===== config.mk =====
export PLATFORM = sky130hd
export DESIGN_NAME = simple_fifo
export DESIGN_NICKNAME = d
export VERILOG_FILES = /design/src/rtl/simple_fifo_pkg.sv /design/src/rtl/simple_fifo_rise_edge_detect.sv /design/src/rtl/simple_fifo.sv
export SDC_FILE = /design/constraint.sdc
export NUM_CORES = 1
export LEC_CHECK = 0
export BUFFER_PORTS_ARGS = -buffer_cell sky130_fd_sc_hd__buf_2
export CAP_MARGIN = 20
export CORE_MARGIN = 2
export CORE_UTILIZATION = 57
export DETAILED_ROUTE_END_ITERATION = 6
export GPL_ROUTABILITY_DRIVEN = 0
export PLACE_DENSITY = 0.83
export SLEW_MARGIN = 40
export SYNTH_ARGS = -nofsm -noshare
export SYNTH_HDL_FRONTEND = slang
export SYNTH_SLANG_ARGS = --single-unit

===== constraint.sdc =====
create_clock -name clk -period 5.8 [get_ports clk]
set_clock_uncertainty 0.15 [all_clocks]
set_input_delay 1.45 -clock clk [delete_from_list [all_inputs] [get_ports clk]]
set_output_delay 1.45 -clock clk [all_outputs]
set_load 0.05 [all_outputs]

===== src/rtl/simple_fifo_pkg.sv =====
// simple_fifo_pkg: default geometry shared by the FIFO and its users
package simple_fifo_pkg;
  localparam int DEF_FIFO_SIZE = 3;
  localparam int DEF_DATA_WIDTH = 8;
endpackage


===== src/rtl/simple_fifo_rise_edge_detect.sv =====
// rise_edge_detect: one-cycle event on a low-to-high transition of a level strobe
module rise_edge_detect (
  input  logic clk,
  input  logic clear,
  input  logic sig,
  output logic evt
);
  logic sig_q;
  always_ff @(posedge clk or posedge clear) begin
    if (clear) sig_q <= 1'b0;
    else sig_q <= sig;
  end
  assign evt = sig & ~sig_q;
endmodule


===== src/rtl/simple_fifo.sv =====
// simple_fifo: single-clock FIFO moving one word per rising edge of its push/pop strobes
module simple_fifo
  import simple_fifo_pkg::*;
#(
  parameter int FIFO_SIZE = DEF_FIFO_SIZE,
  parameter int DATA_WIDTH = DEF_DATA_WIDTH
) (
  input  logic                  clk,
  input  logic                  clear,
  input  logic                  enable,
  input  logic                  push_clock,
  input  logic                  pop_clock,
  input  logic [DATA_WIDTH-1:0] in_data,
  output logic [DATA_WIDTH-1:0] out_data,
  output logic                  pushed_last,
  output logic                  popped_last
);
  localparam int DEPTH = 1 << FIFO_SIZE;
  logic [DATA_WIDTH-1:0] mem_q [DEPTH];
  logic [FIFO_SIZE-1:0] wr_ptr_q, wr_ptr_d, rd_ptr_q, rd_ptr_d;
  logic [FIFO_SIZE:0] count_q, count_d;
  logic [DATA_WIDTH-1:0] out_data_q, out_data_d;
  logic push_evt, pop_evt, full, empty, do_push, do_pop;
  rise_edge_detect u_push (.clk(clk), .clear(clear), .sig(push_clock), .evt(push_evt));
  rise_edge_detect u_pop (.clk(clk), .clear(clear), .sig(pop_clock), .evt(pop_evt));
  // count never exceeds DEPTH, so its MSB alone marks full
  assign full = count_q[FIFO_SIZE];
  assign empty = count_q == '0;
  // a pop in the same cycle frees the slot a full-FIFO push needs
  assign do_pop = pop_evt & enable & ~empty;
  assign do_push = push_evt & enable & (~full | do_pop);
  always_comb begin
    wr_ptr_d = do_push ? wr_ptr_q + 1'b1 : wr_ptr_q;
    rd_ptr_d = do_pop ? rd_ptr_q + 1'b1 : rd_ptr_q;
    count_d = (do_push && !do_pop) ? count_q + 1'b1 : (do_pop && !do_push) ? count_q - 1'b1 : count_q;
    out_data_d = do_pop ? mem_q[rd_ptr_q] : out_data_q;
  end
  always_ff @(posedge clk or posedge clear) begin
    if (clear) begin
      wr_ptr_q <= '0;
      rd_ptr_q <= '0;
      count_q <= '0;
      out_data_q <= '0;
    end else begin
      wr_ptr_q <= wr_ptr_d;
      rd_ptr_q <= rd_ptr_d;
      count_q <= count_d;
      out_data_q <= out_data_d;
    end
  end
  always_ff @(posedge clk) begin
    if (do_push) mem_q[wr_ptr_q] <= in_data;
  end
  assign out_data = out_data_q;
  assign pushed_last = full;
  assign popped_last = empty;
endmodule


# Yosys cells after proc, flatten, opt, wreduce, memory -nomap -nowiden
# Memories as Yosys holds them, arrays and structs flattened. A register that Yosys moved wholly into a read port is not among the register bits.
# Cells that the tools add are included.
# classes
n_reduce_logical	6
bitwise_logic	11
muxes	4
add_sub_neg	4
# op_table
op	count
$mux 4	2
$add 3x1->3 const B	2
$and 1x1->1	6
$add 4x1->4 const B	1
$logic_not 4->1	1
$not 1->1	4
$sub 4x1->4 const B	1
$logic_and 1x1->1	2
$logic_not 1->1	2
$mux 1	2
$reduce_bool 2->1	1
$or 1x1->1	1
# totals
ram_bits	64
input_bits	13
wordCells	31
ff_bits	12
n_memories	1
# mem_list
memory	depth	word_bits	rd	rd_ports_with_merged_regs	wr	line_no	text
mem_q	8	8	1	1	1	simple_fifo.sv:19	logic [DATA_WIDTH-1:0] mem_q [DEPTH];

# Longest topological paths before layout
# logic_depth
depth_word	10
depth_mapped	11
mapped_depth_nobuf	10

# By module
# From an unflattened synthesis, not the netlist that was laid out.
# hier_totals
hier_cells	227
area_unflattened_um2	3440.8
# by_module_without_submodules
mod	n_inst	cells_per_inst	area_each_um2
simple_fifo	1	221	3355.7
rise_edge_detect	2	3	42.5

# Least setup slack after synthesis
# No wires, ideal clock.
# synth_path
path_kind	reg-to-reg
startpoint	register count_q[3]
endpoint	register count_q[3]
n_path_buf	1
path_slack_ps	2030
stages_incl_launch_ff	12
synth_period_minus_slack_ps	3770
required_ps	5524
t_arrival_ps	3494
cell_sequence	dfrtp_1 > nor4_2 > nor3b_2 > buf_2 > inv_1 > ha_1 > inv_1 > ha_1 > a21o_1 > a2111oi_2 > a31oi_1 > a221o_1
# synth_between
elab_chain_cells	8
elab_cells_between_ends	15
cone_classes	add/sub (2); mux (2); bitwise (5); reduce/logical (6)
# synth_lines
element	line_no	text
from (decl)	simple_fifo.sv:21	logic [FIFO_SIZE:0] count_q, count_d;
from (signal assigned)	simple_fifo.sv:47	count_q <= count_d;
$logic_not 4->1 (*)	simple_fifo.sv:28	assign empty = count_q == '0;
net popped_last	simple_fifo.sv:16	output logic popped_last
$not 1->1 (*)	simple_fifo.sv:30	assign do_pop = pop_evt & enable & ~empty;
$and 1x1->1 (*)	simple_fifo.sv:30	
$or 1x1->1	simple_fifo.sv:31	assign do_push = push_evt & enable & (~full | do_pop);
$and 1x1->1	simple_fifo.sv:31	
$logic_not 1->1	simple_fifo.sv:35	count_d = (do_push && !do_pop) ? count_q + 1'b1 : (do_pop && !do_push) ? count_q - 1'b1 : count_q;
$logic_and 1x1->1	simple_fifo.sv:35	
$reduce_bool 2->1 (no source line)	-	
# Mark *: on every way through the listed nets, which the timed path passes. The rest lies on a longest branch. The select of a mux whose other input is x is not followed.
# A chain may end at the register's enable or synchronous reset.

# Final worst setup path
# layout_path
startpoint	input port pop_clock
endpoint	register count_q[3]
# layout_between
elab_chain_cells	8
elab_cells_between_ends	11
cone_classes	mux (1); bitwise (5); reduce/logical (5)
# layout_lines
element	line_no	text
from (decl)	simple_fifo.sv:12	input logic pop_clock,
$and 1x1->1 (*)	simple_fifo_rise_edge_detect.sv:13	assign evt = sig & ~sig_q;
$and 1x1->1 (*) (2 in a row)	simple_fifo.sv:30	
$or 1x1->1	simple_fifo.sv:31	
$and 1x1->1	simple_fifo.sv:31	
$logic_not 1->1	simple_fifo.sv:35	
$logic_and 1x1->1	simple_fifo.sv:35	
$reduce_bool 2->1 (no source line)	-	
# Every way passes the cells marked *; elsewhere a longest branch is shown, timed or not.

==> summary.md <==
| Metric | Value |
|---|---|
| RSZ-0062 raised after global routing | `no` |
| Slew HR | `0.542` |
| Inserted Clock Buffers | `9` |
| Via count | `1655` |
| Yosys cell types | `35` |
| Reg clk slew, reported paths | `80 ps` |
| Vias in the first global route | `1639` |
| Routed vias/inst | `5.77` |
| WP data arrival | `3800 ps` |
| Tmin final | `3720 ps` |
| Synth top area share | `0.562` |
| Fillers | `374` |
| GRT Residual Overflow | `0` |
| Cts hold-fix bufs | `0` |
| Mapped Area | `3420 um^2` |
| Final Cycle Share | `0.641` |
| Crit path kind | `in2reg` |
| Setup crit start kind | `input port` |
| Dpl cells | `271` |
| # clock sinks | `84` |
| Pre-antenna DRT Iters | `4` |
| Syn. warnings | `0` |
| Row count | `28` |
| # resized after CTS | `0` |
| TritonCTS clock tree | `yes` |
| Status | `finished, final reports clean` |
| Pwr/cell area | `462 nW/um^2` |
| I/O Pins | `23` |
| Min-delay worst type | `reg2reg` |
| First-pass GRT wire length | `8.53 mm` |
| Die area | `6640 um^2` |
| Largest net degree at the start of global routing | `21` |
| Highest Clock Rate | `0.269 GHz` |
| Number of DRC markers in iteration 0 | `188` |
| Initial cell density of the core | `0.585` |
| Pleak | `1.36 nW` |
| Post-route ant nets | `0` |
| Non-Filler Instances | `287` |
| Commonest non-fill, non-tap cell in the layout | `edfxtp_1` |
| Post-DP HPWL | `3.45 mm` |
| Core Util, Final | `0.654` |
| Core area | `5850 um^2` |
| Max_cap viols | `0` |
| Setup Fix Bufs, Post-CTS | `0` |
| DRC errors left | `0` |
| Multi-input combinational cell area | `966 um^2` |
| Clock Tree Buf Depth | `2` |
| Htree depth | `3` |
| Reg area | `2420 um^2` |
| Clock latency on the worst-skew pair | `350 ps` |
| Synth-to-layout area growth | `11.7%` |
| Drt wl/cell | `19.5 um` |
| Fin. Hold Viols | `0` |
| Seq/Total Area, Yosys | `0.708` |
| Synth top area cells | `edfxtp_1, dfrtp_1, mux4_2, mux4_1, mux2i_1` |
| Worst Path Max Fanout | `20` |
| Worst VDD drop | `0.264 mV` |
| Port Buffers | `22` |
| Yosys reg bits | `84` |
| CP required | `5890 ps` |
| Crit path capture type | `register` |
| Layout cells sized above 1 | `0.307` |
| Tot GR Track Use | `0.189` |
| Post-Synthesis Cells | `180` |
| Syn_area_per_cell | `19.0 um^2` |
| TNS Setup | `0 ps` |
| Die X-Extent | `81.5 um` |
| N_diodes | `0` |
| Cell accounting for the most synthesized area | `edfxtp_1` |
| Post-Route WL | `5.59 mm` |
| CTS Root Cell | `clkbuf_8` |
| Worst hold margin | `380 ps` |
| Worst Tran Pin Value | `686 ps` |
| Syn_nets | `199` |
| Die span in y | `81.5 um` |
| Slew Viols, Final | `0` |
| Commonest non-fill, non-tap cells in the layout | `edfxtp_1, buf_2, dfrtp_1` |
| Initial antenna violation count | `0` |
| Final nets | `226` |
| Final setup fails | `0` |
-- critical path, stage by stage --
cell and delay, ps:
buf_2 110, nand2b_4 70, nor3b_2 150, buf_4 270, inv_1 70, ha_1 220, inv_1 160, ha_1 250
a21o_1 220, a2111oi_2 400, a31oi_1 100, a221o_1 320
-- logic make-up after synthesis --
kind of cell               share of synthesized area
and+or+nand+nor                               0.0468
DFF                                            0.708
buffers and inverters                         0.0245
adders and majority gates                     0.0241
xor gates and xnor gates                      0.0154
muxes                                          0.147
AOI/OAI and AO/OA                             0.0340
-- stage by stage --
stage	setup WS, ps	area (um^2)	total power (W)
2_1_floorplan	2030	3420	0.00127
3_3_place_gp	1890	3600	0.00134
3_5_place_dp	1770	3600	0.00135
4_1_cts	2140	3800	0.00177
5_1_grt	1930	3820	0.00186
6_report	2080	3820	0.00177
-- routing by layer --
metal,GRT usage,part of all wire,up-vias,wire length [um]
met5,0,0,-,0
met2,0.302,0.50,38,2800
met3,0.0626,0.045,7,249
li1,-,-,766,-
met1,0.247,0.44,844,2480
met4,0.0610,0.013,0,70
-- state kept, by name, indices dropped and copies added, names as in the netlist --
register      cells
count_q           4
mem_q            64
out_data          8
rd_ptr_q          3
u_pop.sig_q       1
u_push.sig_q      1
wr_ptr_q          3
-- power by group --
group,internal (W),switching (W),leakage (nW)
Clock,0.000201,0.000217,0.0981
Combinational,0.000233,0.000253,0.459
Sequential,0.000725,0.000139,0.806
-- synthesized netlist by cell type (all sizes together) --
cell type / count
nor3: 3
nor4: 2
xnor2: 4
a211oi: 1
a21o: 1
mux2: 3
clkbuf: 1
inv: 3
a21oi: 9
xor2: 2
a21boi: 1
ha: 5
nand2: 6
edfxtp: 64
a31oi: 1
nor2: 11
nor3b: 5
o21ai: 1
a2111oi: 1
buf: 8
a221o: 1
mux4: 16
mux2i: 8
dfrtp: 20
fa: 1
nand2b: 2
-- final timing paths --
check                           depth (start not counted)        start          end  slack [ps]
worst max-delay path                                   12    pop_clock   count_q[3]        2080
worst min-delay path                                    2  out_data[4]  out_data[4]         380
worst max register to register                         11   count_q[0]   count_q[3]        2700
worst min register to register                          2  out_data[4]  out_data[4]         380
max in group asynchronous                               2        clear  rd_ptr_q[1]        4230
min in group asynchronous                               2        clear  rd_ptr_q[0]         940
-- area by class of cell --
cell class | instances | area share
inverter | 3 | 0.00295
multi-input combinational | 84 | 0.253
clock buffer | 9 | 0.0324
tap | 75 | 0.0245
sequential | 84 | 0.634
clock inverter | 7 | 0.0190
timing repair buffer | 25 | 0.0347
No activity file was read; power rests on OpenSTA's default activity.
